--- src/rtl/adaptive_route_unit_pkg.sv ---
// Shared definitions for adaptive_route_unit: direction codes, port-relative
// channel mapping, routing-algorithm encodings and FSM states.
package adaptive_route_unit_pkg;

  localparam logic [2:0] DIR_PE    = 3'd0;
  localparam logic [2:0] DIR_X_POS = 3'd1;
  localparam logic [2:0] DIR_Y_POS = 3'd2;
  localparam logic [2:0] DIR_X_NEG = 3'd3;
  localparam logic [2:0] DIR_Y_NEG = 3'd4;
  localparam int         NUM_DIRS  = 5;

  localparam int ALGO_XY         = 0;
  localparam int ALGO_WEST_FIRST = 1;
  localparam int ALGO_NEG_FIRST  = 2;

  typedef enum logic [1:0] {
    ST_IDLE   = 2'd0,
    ST_SELECT = 2'd1,
    ST_HOLD   = 2'd2
  } state_e;

  // Channel bits list the four directions other than the input port, in
  // ascending direction-code order.
  function automatic logic [1:0] chan_bit(logic [2:0] port, logic [2:0] dir);
    return (dir < port) ? dir[1:0] : 2'(dir - 3'd1);
  endfunction

  function automatic logic [3:0] port_relative(logic [4:0] dirs, logic [2:0] port);
    logic [3:0] rel;
    rel = '0;
    for (int d = 0; d < NUM_DIRS; d++) begin
      if (3'(d) != port) rel[chan_bit(port, 3'(d))] = dirs[3'(d)];
    end
    return rel;
  endfunction

endpackage

--- src/rtl/adaptive_route_unit_if.sv ---
// Head/credit/route bundle between a link controller and its route planner.
interface adaptive_route_unit_if #(
  parameter int ADDR_W   = 4,
  parameter int CREDIT_W = 3
);
  logic                  head_valid_din;
  logic                  head_ready_dout;
  logic                  done_field_din;
  logic [ADDR_W-1:0]     x_field_din;
  logic [ADDR_W-1:0]     y_field_din;
  logic [4*CREDIT_W-1:0] credit_din;
  logic                  tail_din;
  logic [3:0]            valid_channels_dout;
  logic                  route_valid_dout;
  logic [3:0]            route_onehot_dout;
  logic                  route_err_dout;

  modport master (
    output head_valid_din, done_field_din, x_field_din, y_field_din, credit_din, tail_din,
    input  head_ready_dout, valid_channels_dout, route_valid_dout, route_onehot_dout,
           route_err_dout
  );

  modport slave (
    input  head_valid_din, done_field_din, x_field_din, y_field_din, credit_din, tail_din,
    output head_ready_dout, valid_channels_dout, route_valid_dout, route_onehot_dout,
           route_err_dout
  );
endinterface

--- src/rtl/adaptive_route_unit_route_candidates.sv ---
// Turn-model candidate set for one input port, in port-relative channel order.
module route_candidates
  import adaptive_route_unit_pkg::*;
#(
  parameter logic [2:0] PORT_DIR = DIR_X_POS,
  parameter int X_LOCAL = 2,
  parameter int Y_LOCAL = 2,
  parameter int X_WIDTH = 2,
  parameter int Y_WIDTH = 2,
  parameter int ADDR_W  = 4,
  parameter int ALGO    = 1
) (
  input  logic [ADDR_W-1:0] x_field,
  input  logic [ADDR_W-1:0] y_field,
  input  logic              done_field,
  output logic [3:0]        candidates
);
  localparam logic [ADDR_W-1:0] XL = ADDR_W'(X_LOCAL);
  localparam logic [ADDR_W-1:0] YL = ADDR_W'(Y_LOCAL);
  localparam logic [ADDR_W-1:0] XW = ADDR_W'(X_WIDTH);
  localparam logic [ADDR_W-1:0] YW = ADDR_W'(Y_WIDTH);

  logic       x_pos, x_neg, y_pos, y_neg, at_local, in_mesh;
  logic [4:0] dirs;

  always_comb begin
    // NOTE: every combinational output gets a default first so no path can infer a latch.
    dirs     = '0;
    x_pos    = x_field > XL;
    x_neg    = x_field < XL;
    y_pos    = y_field > YL;
    y_neg    = y_field < YL;
    at_local = !(x_pos || x_neg || y_pos || y_neg);
    // Coordinates are 1-based; anything off the mesh has no productive direction.
    in_mesh  = (x_field != '0) && (x_field <= XW) && (y_field != '0) && (y_field <= YW);

    if (ALGO == ALGO_XY) begin
      if (x_pos || x_neg) begin
        dirs[DIR_X_POS] = x_pos;
        dirs[DIR_X_NEG] = x_neg;
      end else begin
        dirs[DIR_Y_POS] = y_pos;
        dirs[DIR_Y_NEG] = y_neg;
      end
    end else if (ALGO == ALGO_WEST_FIRST) begin
      if (x_neg) begin
        dirs[DIR_X_NEG] = 1'b1;
      end else begin
        dirs[DIR_X_POS] = x_pos;
        dirs[DIR_Y_POS] = y_pos;
        dirs[DIR_Y_NEG] = y_neg;
      end
    end else begin
      if (x_neg || y_neg) begin
        dirs[DIR_X_NEG] = x_neg;
        dirs[DIR_Y_NEG] = y_neg;
      end else begin
        dirs[DIR_X_POS] = x_pos;
        dirs[DIR_Y_POS] = y_pos;
      end
    end

    if (at_local) begin
      dirs[DIR_PE] = !done_field;
      if (X_LOCAL == 1)       dirs[DIR_X_NEG] = 1'b1;
      if (X_LOCAL == X_WIDTH) dirs[DIR_X_POS] = 1'b1;
    end

    candidates = in_mesh ? port_relative(dirs, PORT_DIR) : 4'b0000;
  end
endmodule

--- src/rtl/adaptive_route_unit.sv ---
// Registered route planner with credit-gated output selection and packet lock.
// Optional ROUTE_CREDIT_SEL_EN: highest-credit selection with round-robin ties.
module adaptive_route_unit
  import adaptive_route_unit_pkg::*;
#(
  parameter logic [2:0] PORT_DIR = DIR_X_POS,
  parameter int X_LOCAL  = 2,
  parameter int Y_LOCAL  = 2,
  parameter int X_WIDTH  = 2,
  parameter int Y_WIDTH  = 2,
  parameter int ADDR_W   = 4,
  parameter int ALGO     = 1,
  parameter int CREDIT_W = 3
) (
  input  logic                    clk,
  input  logic                    reset,
  adaptive_route_unit_if.slave    bus
);
  state_e              state;
  logic [ADDR_W-1:0]   x_q, y_q;
  logic                done_q;
  logic                head_ready_q, route_valid_q, route_err_q;
  logic [3:0]          route_onehot_q;
  logic [3:0]          cand, eligible;
  logic [CREDIT_W-1:0] credit [4];
  logic                found;
  logic [1:0]          sel_idx;

  route_candidates #(
    .PORT_DIR(PORT_DIR), .X_LOCAL(X_LOCAL), .Y_LOCAL(Y_LOCAL), .X_WIDTH(X_WIDTH),
    .Y_WIDTH(Y_WIDTH), .ADDR_W(ADDR_W), .ALGO(ALGO)
  ) u_route_candidates (
    .x_field(x_q), .y_field(y_q), .done_field(done_q), .candidates(cand)
  );

  always_comb begin
    for (int i = 0; i < 4; i++) begin
      credit[i]   = bus.credit_din[i*CREDIT_W +: CREDIT_W];
      eligible[i] = cand[i] && (credit[i] != '0);
    end
  end

`ifdef ROUTE_CREDIT_SEL_EN
  logic [1:0]          rr_ptr;
  logic [1:0]          idx;
  logic [CREDIT_W-1:0] best_credit;

  // Scanning from rr_ptr with a strict '>' makes the first tied output win.
  always_comb begin
    found       = 1'b0;
    sel_idx     = rr_ptr;
    best_credit = '0;
    idx         = rr_ptr;
    for (int k = 0; k < 4; k++) begin
      idx = rr_ptr + 2'(k);
      if (eligible[idx] && (!found || credit[idx] > best_credit)) begin
        found       = 1'b1;
        sel_idx     = idx;
        best_credit = credit[idx];
      end
    end
  end
`else
  always_comb begin
    sel_idx = '0;
    for (int i = 3; i >= 0; i--) begin
      if (cand[i]) sel_idx = 2'(i);
    end
    found = eligible[sel_idx];
  end
`endif

  // NOTE: captured head fields carry no reset; they are only observed outside IDLE.
  always_ff @(posedge clk) begin
    if (state == ST_IDLE && bus.head_valid_din) begin
      x_q    <= bus.x_field_din;
      y_q    <= bus.y_field_din;
      done_q <= bus.done_field_din;
    end
  end

  // NOTE: all state updates use non-blocking assignments so every register samples pre-edge values.
  always_ff @(posedge clk) begin
    if (reset) begin
      state          <= ST_IDLE;
      head_ready_q   <= 1'b1;
      route_valid_q  <= 1'b0;
      route_onehot_q <= '0;
      route_err_q    <= 1'b0;
`ifdef ROUTE_CREDIT_SEL_EN
      rr_ptr         <= '0;
`endif
    end else begin
      case (state)
        ST_IDLE: begin
          if (bus.head_valid_din) begin
            state        <= ST_SELECT;
            head_ready_q <= 1'b0;
          end
        end
        ST_SELECT: begin
          if (cand == 4'b0000) begin
            route_err_q  <= 1'b1;
            head_ready_q <= 1'b1;
            state        <= ST_IDLE;
          end else if (found) begin
            route_onehot_q <= 4'b0001 << sel_idx;
            route_valid_q  <= 1'b1;
`ifdef ROUTE_CREDIT_SEL_EN
            rr_ptr         <= sel_idx + 2'd1;
`endif
            state          <= ST_HOLD;
          end
        end
        ST_HOLD: begin
          if (bus.tail_din) begin
            route_valid_q  <= 1'b0;
            route_onehot_q <= '0;
            head_ready_q   <= 1'b1;
            state          <= ST_IDLE;
          end
        end
        default: begin
          state        <= ST_IDLE;
          head_ready_q <= 1'b1;
        end
      endcase
    end
  end

  assign bus.head_ready_dout     = head_ready_q;
  assign bus.route_valid_dout    = route_valid_q;
  assign bus.route_onehot_dout   = route_onehot_q;
  assign bus.route_err_dout      = route_err_q;
  assign bus.valid_channels_dout = (state == ST_IDLE) ? 4'b0000 : cand;
endmodule

--- src/flat_wrapper.sv ---
// flat-port wrapper written by rule: the top's interface ports become plain ports
module adaptive_route_unit_flat import adaptive_route_unit_pkg::*;
#(
  parameter logic [2:0] PORT_DIR = DIR_X_POS,
  parameter int X_LOCAL  = 2,
  parameter int Y_LOCAL  = 2,
  parameter int X_WIDTH  = 2,
  parameter int Y_WIDTH  = 2,
  parameter int ADDR_W   = 4,
  parameter int ALGO     = 1,
  parameter int CREDIT_W = 3
)
  (clk, reset, bus_head_valid_din, bus_done_field_din, bus_x_field_din, bus_y_field_din, bus_credit_din, bus_tail_din, bus_head_ready_dout, bus_valid_channels_dout, bus_route_valid_dout, bus_route_onehot_dout, bus_route_err_dout);
  adaptive_route_unit_if #(.ADDR_W(ADDR_W), .CREDIT_W(CREDIT_W)) bus_i ();
  input  logic clk;
  input  logic reset;
  input wire logic [$bits(bus_i.head_valid_din)-1:0] bus_head_valid_din;
  input wire logic [$bits(bus_i.done_field_din)-1:0] bus_done_field_din;
  input wire logic [$bits(bus_i.x_field_din)-1:0] bus_x_field_din;
  input wire logic [$bits(bus_i.y_field_din)-1:0] bus_y_field_din;
  input wire logic [$bits(bus_i.credit_din)-1:0] bus_credit_din;
  input wire logic [$bits(bus_i.tail_din)-1:0] bus_tail_din;
  output wire logic [$bits(bus_i.head_ready_dout)-1:0] bus_head_ready_dout;
  output wire logic [$bits(bus_i.valid_channels_dout)-1:0] bus_valid_channels_dout;
  output wire logic [$bits(bus_i.route_valid_dout)-1:0] bus_route_valid_dout;
  output wire logic [$bits(bus_i.route_onehot_dout)-1:0] bus_route_onehot_dout;
  output wire logic [$bits(bus_i.route_err_dout)-1:0] bus_route_err_dout;
  assign bus_i.head_valid_din = bus_head_valid_din;
  assign bus_i.done_field_din = bus_done_field_din;
  assign bus_i.x_field_din = bus_x_field_din;
  assign bus_i.y_field_din = bus_y_field_din;
  assign bus_i.credit_din = bus_credit_din;
  assign bus_i.tail_din = bus_tail_din;
  assign bus_head_ready_dout = bus_i.head_ready_dout;
  assign bus_valid_channels_dout = bus_i.valid_channels_dout;
  assign bus_route_valid_dout = bus_i.route_valid_dout;
  assign bus_route_onehot_dout = bus_i.route_onehot_dout;
  assign bus_route_err_dout = bus_i.route_err_dout;
  adaptive_route_unit #(.PORT_DIR(PORT_DIR), .X_LOCAL(X_LOCAL), .Y_LOCAL(Y_LOCAL), .X_WIDTH(X_WIDTH), .Y_WIDTH(Y_WIDTH), .ADDR_W(ADDR_W), .ALGO(ALGO), .CREDIT_W(CREDIT_W)) u_core (.clk(clk), .reset(reset), .bus(bus_i));
endmodule
--- config.mk ---
export PLATFORM = sky130hd
export DESIGN_NAME = adaptive_route_unit_flat
export DESIGN_NICKNAME = d
export VERILOG_FILES = /design/src/rtl/adaptive_route_unit_pkg.sv /design/src/rtl/adaptive_route_unit_if.sv /design/src/rtl/adaptive_route_unit_route_candidates.sv /design/src/rtl/adaptive_route_unit.sv /design/src/flat_wrapper.sv
export SDC_FILE = /design/constraint.sdc
export NUM_CORES = 1
export LEC_CHECK = 0
export ABC_AREA = 1
export CAP_MARGIN = 10
export CORE_MARGIN = 2
export CORE_UTILIZATION = 35
export DETAILED_ROUTE_END_ITERATION = 8
export PLACE_DENSITY = 0.69
export SETUP_SLACK_MARGIN = 0.15
export SLEW_MARGIN = 20
export SYNTH_ARGS = -nofsm -noshare
export SYNTH_HDL_FRONTEND = slang
export SYNTH_HIERARCHICAL = 1
export SYNTH_SLANG_ARGS = --single-unit
--- constraint.sdc ---
create_clock -name clk -period 2.7 [get_ports clk]
set_clock_uncertainty 0.05 [all_clocks]
set_input_delay 0.27 -clock clk [delete_from_list [all_inputs] [get_ports clk]]
set_output_delay 0.27 -clock clk [all_outputs]
set_load 0.005 [all_outputs]
==> results of run 1 <==
-- worst max-delay path: stages, from the launching register on --
cell and delay, ns:
edfxtp_1 0.45, inv_1 0.09, nand2_1 0.05, nand2_1 0.07, nand3_2 0.08, nor2_1 0.31
inv_2 0.11, nor2_1 0.12, clkdlybuf4s50_1 0.50
-- what timing repair did --
| action | in CTS | in global routing |
|---|---|---|
| gates resized for setup | 0 | 1 |
| hold buffers | 0 | 0 |
| endpoints found under the setup margin | 0 | 1 |
-- synthesized netlist by cell type, drive strengths merged --
master and count:
dfxtp 9, edfxtp 9, nand2 27, o21a 1
inv 20, conb 1, nor2 25, o21ai 2
nor4 1, nand4 2, nor3 3, buf 3
nand3 8, a21oi 8
-- state kept, by name, summed over array words and instances (netlist names) --
register	flops
u_core/y_q	4
u_core/bus.head_ready_dout	1
u_core/bus.route_err_dout	1
u_core/bus.route_onehot_dout	4
u_core/done_q	1
u_core/bus.route_valid_dout	1
u_core/x_q	4
u_core/state	2
-- cell type report --
cell class / instances / area (um^2) / share of cell area
timing repair buffer: 33 / 330 / 0.245
clock buffer: 3 / 22.5 / 0.0167
inverter: 20 / 75.1 / 0.0556
clock inverter: 1 / 3.75 / 0.00278
tap: 31 / 38.8 / 0.0287
multi-input combinational: 79 / 429 / 0.318
sequential: 18 / 450 / 0.334
-- report_power, final --
| group | internal (mW) | leakage [nW] | switching (mW) |
|---|---|---|---|
| combinational | 0.0659 | 0.365 | 0.0641 |
| sequential | 0.309 | 0.160 | 0.0107 |
| clock | 0.0539 | 0.0154 | 0.0848 |
-- how the worst max path moves through the flow --
| stage | start | end | slack [ns] |
|---|---|---|---|
| floorplan | u_core/x_q[1] | u_core/bus.route_onehot_dout[0] | 1.03 |
| CTS | u_core/x_q[1] | bus_valid_channels_dout[0] | 0.32 |
| global placement | u_core/x_q[1] | bus_valid_channels_dout[0] | 0.76 |
| detailed placement | u_core/x_q[1] | bus_valid_channels_dout[0] | 0.66 |
| global route | u_core/x_q[1] | bus_valid_channels_dout[0] | 0.19 |
| finish | u_core/x_q[1] | bus_valid_channels_dout[0] | 0.30 |
-- through the flow --
stage / util / total power [mW] / hold WS, ns
floorplan: - / 0.397 / 0.319
global placement: 0.492 / 0.450 / 0.409
detailed placement: 0.492 / 0.455 / 0.409
CTS: 0.502 / 0.592 / 0.429
global route: 0.503 / 0.622 / 0.433
finish: 0.503 / 0.588 / 0.430
-- kinds of logic after synthesis --
| logic type | Yosys count | share of synthesized area |
|---|---|---|
| other | 1 | 0.00388 |
| and+or+nand+nor | 66 | 0.343 |
| AOI/OAI and AO/OA | 11 | 0.0906 |
| DFF | 18 | 0.466 |
| buffers and inverters | 23 | 0.0970 |
-- per-layer routing --
| layer | track usage | wire, um | up-vias |
|---|---|---|---|
| li1 | - | - | 443 |
| met1 | 0.171 | 862 | 376 |
| met2 | 0.223 | 961 | 26 |
| met3 | 0.0276 | 122 | 5 |
| met4 | 0.0918 | 50 | 0 |
| met5 | 0 | 0 | - |
==> flow_summary.toml, run 1 <==
[final_layout]
final_cell_count_no_fill = 185
diodes = 0
layout_commonest_cell = "clkdlybuf4s50_1"
final_area_um2 = 1350
layout_common_cells = "clkdlybuf4s50_1 (33), nand2_1 (23), nor2_1 (21)"
areaGrowthSynthToFinish_pct = 39.6
fillers = 270
final_net_count = 180
drive_above_1_share = 0.143

[critical_path]
criticalPathCategory = "reg2out"
worst-path-max-fanout = 5
rr_endpoint = "u_core/bus.route_onehot_dout[1]"
crit_arrival_ns = 2.08
r2r_cells = 13
regToRegStartpoint = "u_core/x_q[1]"
setup.worst_path.end_class = "primary output"
crit_required_ns = 2.38
reg2reg_slack_ns = 0.73
cp-start-kind = "register"

[timing]
fin_crit_ns = 2.40
rsz0062_at_grt = "no"
setup_viol = 0
worst_slack_ns = 0.295
max_freq_mhz = 416
slew_viol_final = 0
period_share = 0.891
setup_tns_ns = 0
hold_viol_final = 0

[global_routing]
overflow = 0
antenna_found_initial = 0
grt_max_degree = 11
track_usage = 0.140
grt_pass1_wl_um = 3530
grt_pass1_vias = 824

[worst_hold_path]
worstHoldPathType = "reg2reg"
hp-start = "u_core/bus.route_valid_dout"
hold_end = "u_core/bus.route_valid_dout"
hold_depth = 2

[floorplan]
dieHeight_um = 56.6
die_width_um = 56.6
dieArea_um2 = 3200
rows = 19
io_pins = 36
initial_core_util = 0.360
core_um2 = 2690

[clock_network]
htreeDepth = 1
clk_path_buf_depth = 2
cts_tree = "built"
path_clk_slew_ns = 0.10
post-cts-setup-buffer-count = 0
cts.sinks = 18
cts_inserted_buffers = 3
cts_root_buf = "clkbuf_4"
worst_skew_pair.late_latency_ns = 0.30

[job]
max_cap_violations = 0

[placement]
place_ws_ns = 0.661
place.gp.congestion = 0.836
dp.cells = 181
placedInstanceArea_um2 = 1320
portBuffers = 33
hpwl_um = 1620

[routing]
drc = 0
drt_iter0_drc = 33
vias = 850
first_pass_iters = 4
avgRoutedWirePerCell_um = 10.8
avgViaCountPerCell = 4.59
wl_um = 2000
drtAntennaViolNets = 0

[synth]
synth_cell_type_count = 24
ys_seq_area_frac = 0.466
yosysWarnings = 6
synth_top_area_cell = "edfxtp_1"
synth_area_leaders = "edfxtp_1 (28%), dfxtp_1 (19%), nand2_1 (8.9%), nor2_1 (8.5%), inv_1 (7.4%)"
synth_area_um2 = 967
avgSynthCellArea_um2 = 8.13
synthCells = 119
ys_seq_elements = 18
synth_top_area_frac = 0.279

[power_and_ir_drop]
power-per-cell-area_nw_per_um2 = 436
total_leakage_power_nw = 0.540
vdd.ir_drop.worst_uv = 328

[status]
status = "complete, no violations"
Power figures use the tool's default switching activity.
==> run 2, diff against run 1 <==
CTS_CLUSTER_DIAMETER = 60   (was not set)
PLACE_DENSITY = 0.71   (was 0.69)
SYNTH_HIERARCHICAL = not set   (was 1)
==> run 2 against run 1 <==
Compared with the run above: design area is 15% lower; via count is 20% lower; highest routed layer unchanged; die area is 13% lower; largest power group unchanged; final cell count is 17% lower; synthesized area is 14% lower; critical path depth is 2 lower; maximum frequency is 13% higher; combinational power is 8% lower; sequential power is 2% higher; global-route usage is 2.1 points lower.
==> flow_summary.toml, run 2 <==
[global_routing]
overflow = 0
antenna_found_initial = 0
grt_pass1_vias = 570
grt_max_degree = 11
track_usage = 0.119
grt_pass1_wl_um = 2380

[clock_network]
worst_skew_pair.late_latency_ns = 0.29
cts_root_buf = "clkbuf_4"
ctsResizeCount = 0
cts_inserted_buffers = 3
cts.sinks = 18
post-cts-setup-buffer-count = 0
htreeDepth = 1
clk_path_buf_depth = 2
cts_tree = "built"
hold_buffers = 0
path_clk_slew_ns = 0.10

[final_layout]
final_net_count = 152
final_cell_count_no_fill = 154
drive_above_1_share = 0.135
layout_commonest_cell = "clkdlybuf4s50_1"
areaGrowthSynthToFinish_pct = 38.7
postLayoutCoreUtil = 0.514
final_area_um2 = 1150
diodes = 0
layout_common_cells = "clkdlybuf4s50_1 (27), nand2_1 (15), nor2_1 (14)"

[synth]
synth_area_leaders = "edfxtp_1 (33%), dfxtp_1 (22%), nand2_1 (6.8%), nor2_1 (6.3%), inv_1 (5.9%)"
ys_seq_area_frac = 0.544
synthTopCellsByCount = "nand2_1 (15), nor2_1 (14), inv_1 (13)"
synth-main-ff-cell = "edfxtp_1"
avgSynthCellArea_um2 = 8.63
synth_cell_type_count = 22
ys_seq_elements = 18
synth_most_common_cell = "nand2_1"
synthCells = 96
synth_top_area_cell = "edfxtp_1"
synth_edf_count = 9
synth_top_area_frac = 0.326
yosysWarnings = 0
async_flop_share = 0
synth_area_um2 = 828

[worst_hold_path]
worstHoldPathType = "reg2reg"

[critical_path]
worst-path-max-fanout = 3
cp-start-kind = "register"
criticalPathCategory = "reg2out"
reg2reg_slack_ns = 1.05
setup.worst_path.end_class = "primary output"
crit_required_ns = 2.38
crit_arrival_ns = 1.82

[timing]
hold_viol_final = 0
setup_viol = 0
relSlewSlack = 0.493
worst_slew_pin_slew_ns = 0.757
setup_tns_ns = 0
hold_slack_ns = 0.401
rsz0062_at_grt = "no"
slew_viol_final = 0
period_share = 0.791
fin_crit_ns = 2.14
max_freq_mhz = 468

[floorplan]
die_width_um = 52.6
rows = 17
dieHeight_um = 52.6
io_pins = 36
initial_core_util = 0.371
core_um2 = 2230
dieArea_um2 = 2770

[routing]
avgRoutedWirePerCell_um = 9.57
drtAntennaViolNets = 0
wl_um = 1470
drt_iter0_drc = 8
drc = 0
avgViaCountPerCell = 4.44
vias = 683
first_pass_iters = 4

[power_and_ir_drop]
power-per-cell-area_nw_per_um2 = 505
vdd.ir_drop.worst_uv = 312
total_leakage_power_nw = 0.457

[placement]
placedInstanceArea_um2 = 1120
place.gp.congestion = 0.717
portBuffers = 27
hpwl_um = 1200
dp.cells = 150

[status]
status = "complete, no violations"

[job]
max_cap_violations = 0
-- run 2: cell count changes in the layout (fill, tap and decap cells not counted), sizes merged, moves of 2 or more --
cell,change
nor2,-7
nor3,-2
nand2,-11
clkdlybuf4s50,-6
inv,-3
nand3,+2
-- run 2: critical path: stages, from the launching register on --
cell             delay, ns
edfxtp_1              0.42
nand2_1               0.09
nand2_1               0.09
nor2_2                0.15
o31ai_1               0.09
nor3_1                0.17
clkdlybuf4s50_1       0.53
-- run 2: report_power, final --
group / switching (mW) / internal [mW]
clock network: 0.0776 / 0.0574
logic: 0.0588 / 0.0613
registers: 0.0124 / 0.313
total: 0.149 / 0.432
-- run 2: through the flow --
step                      setup slack, ns  power, mW
after floorplan                      1.26      0.398
after global placement              0.884      0.450
after detailed placement            0.850      0.453
after CTS                           0.520      0.587
after global routing                0.382      0.614
final                               0.565      0.580
-- run 2: worst paths after layout --
path,start,endpoint,depth (start not counted)
setup / recovery,u_core.y_q[1],bus_valid_channels_dout[0],6
setup reg to reg,u_core.state[0],u_core.y_q[1],3
hold / removal,u_core.bus.route_onehot_dout[3],u_core.bus.route_onehot_dout[3],2
hold reg to reg,u_core.bus.route_onehot_dout[3],u_core.bus.route_onehot_dout[3],2
-- run 2: logic make-up (layout without fill, tap and decap cells) --
| group | count (synthesis) | after routing | synth area share |
|---|---|---|---|
| compound gates | 11 | 11 | 0.0785 |
| buf+inv | 19 | 48 | 0.0952 |
| flops | 18 | 18 | 0.544 |
| other cells | 1 | 2 | 0.00453 |
| simple gates | 47 | 47 | 0.278 |
-- run 2: area by class of cell --
| cell class | instances | area, um^2 |
|---|---|---|
| inverter | 17 | 63.8 |
| timing repair buffer | 27 | 270 |
| tap | 28 | 35.0 |
| clock buffer | 4 | 26.3 |
| multi-input combinational | 60 | 303 |
| fill | 217 | 1080 |
| sequential | 18 | 450 |
-- run 2: layer usage --
| layer | wire length [um] | vias to the layer above | global-route usage |
|---|---|---|---|
| met5 | 0 | - | 0 |
| met4 | 37 | 0 | 0.0769 |
| met3 | 92 | 5 | 0.0229 |
| met2 | 639 | 23 | 0.181 |
| met1 | 704 | 288 | 0.152 |
| li1 | - | 367 | - |
==> run 3, diff against run 2 <==
PLACE_DENSITY = 0.74   (was 0.71)
clock period = 1.75 ns   (was 2.7 ns; I/O delays follow)
==> run 3 against run 2 <==
Compared with the run above: count of clock-buffer cells in the layout decreased by 1; die area unchanged; sequential power increased by 55%; first-iteration DRC count increased by 38%; utilization increased by 6.3 points; critical path type unchanged.
==> flow_summary.toml, run 3 (same netlist as run 2, synthesis figures left out) <==
[placement]
portBuffers = 27
place.gp.congestion = 0.713
hpwl_um = 1230

[clock_network]
worst_skew_pair.late_latency_ns = 0.29
htreeDepth = 1
clk_path_buf_depth = 2
cts_root_buf = "clkbuf_4"
path_clk_slew_ns = 0.10
cts_tree = "built"
cts.sinks = 18
hold_buffers = 0
cts_inserted_buffers = 3

[final_layout]
final_net_count = 159
areaGrowthSynthToFinish_pct = 55.7
diodes = 0
drive_above_1_share = 0.323
layout_commonest_cell = "clkdlybuf4s50_1"
layout_common_cells = "clkdlybuf4s50_1 (25), inv_1 (13), nor2_1 (11), nand2_1 (11)"

[timing]
slew_viol_final = 0
hold_slack_ns = 0.380
max_freq_mhz = 603
period_share = 0.948
rsz0062_at_grt = "yes"
setup_tns_ns = 0
hold_viol_final = 0
fin_crit_ns = 1.66
setup_viol = 0

[critical_path]
crit_family = "simple AND/OR/NAND/NOR gates"
slowest_delay_ns = 0.39
regToRegStartpoint = "u_core.y_q[3]"
path_cells = "nor2_2, nand2_2, nor2_2, buf_4, buf_6, nand3_4, nor2_2, buf_2"
critPathLaunch = "u_core.y_q[3]"
cp-start-kind = "register"
path_buf_inv = 3
cpMostUsedCell = "nor2_2"
crit_arrival_ns = 1.43
crit_required_ns = 1.52
criticalPathCategory = "reg2out"
cp_slowest_cell = "edfxtp_1"
worst-path-max-fanout = 2
setup.worst_path.end_class = "primary output"

[routing]
drtAntennaViolNets = 0
wl_um = 1680
first_pass_iters = 4
drt_iter0_drc = 11
drc = 0
vias = 723
avgViaCountPerCell = 4.49
avgRoutedWirePerCell_um = 10.4

[floorplan]
die_width_um = 52.6
io_pins = 36
dieArea_um2 = 2770
core_um2 = 2230
rows = 17
dieHeight_um = 52.6
initial_core_util = 0.371

[global_routing]
track_usage = 0.135
grt_pass1_vias = 643
antenna_found_initial = 0
overflow = 0
grt_pass1_wl_um = 2610
grt_max_degree = 11

[status]
status = "complete, no violations"

[job]
max_cap_violations = 0

[worst_hold_path]
worstHoldPathType = "in2reg"
hp-start = "bus_x_field_din[3]"

[power_and_ir_drop]
power-per-cell-area_nw_per_um2 = 730
total_leakage_power_nw = 0.505
vdd.ir_drop.worst_uv = 567
## run 3: cell type report
| class | instances | area, um^2 |
|---|---|---|
| Sequential cell | 18 | 450 |
| Clock inverter | 1 | 3.75 |
| Clock buffer | 3 | 22.5 |
| Multi-Input combinational cell | 60 | 394 |
| Timing Repair Buffer | 34 | 320 |
| Fill cell | 205 | 943 |
| Inverter | 17 | 63.8 |
| Tap cell | 28 | 35.0 |
## run 3: final timing paths
check                           endpoint  slack (ns)  cells past startpoint
max           bus_valid_channels_dout[2]        0.09                      8
min                        u_core.x_q[3]        0.38                      1
max reg2reg  u_core.bus.route_valid_dout        0.13                     10
min reg2reg    u_core.bus.route_err_dout        0.41                      2
## run 3: timing repair
item                                   4_1_cts  5_1_grt
endpoints found under the hold margin        0        0
setup endpoints to repair                    2       10
setup buffers                                3        2
pin swaps                                    8       16
resized for setup                           12       19
gates cloned                                 0        0
## run 3: per-stage QoR
stage	cell area, um^2	worst slack, ns	power [mW]	std cells	util
6_report	1290	0.0909	0.942	161	0.578
2_1_floorplan	832	0.313	0.614	97	-
4_1_cts	1200	-0.0423	0.917	159	0.536
5_1_grt	1290	-0.0233	0.998	161	0.578
3_3_place_gp	1140	0.0307	0.696	152	0.509
3_5_place_dp	1140	-0.00855	0.703	152	0.509
## run 3: layer usage
layer  track usage  wire [um]  vias up
met5             0          0        -
met4         0.103         50        0
met3        0.0314        108        4
met2         0.206        755       21
met1         0.161        768      324
li1              -          -      374
## run 3: power by group
group / internal [mW] / switching [mW]
registers: 0.483 / 0.0200
clock network: 0.0830 / 0.121
logic: 0.117 / 0.118
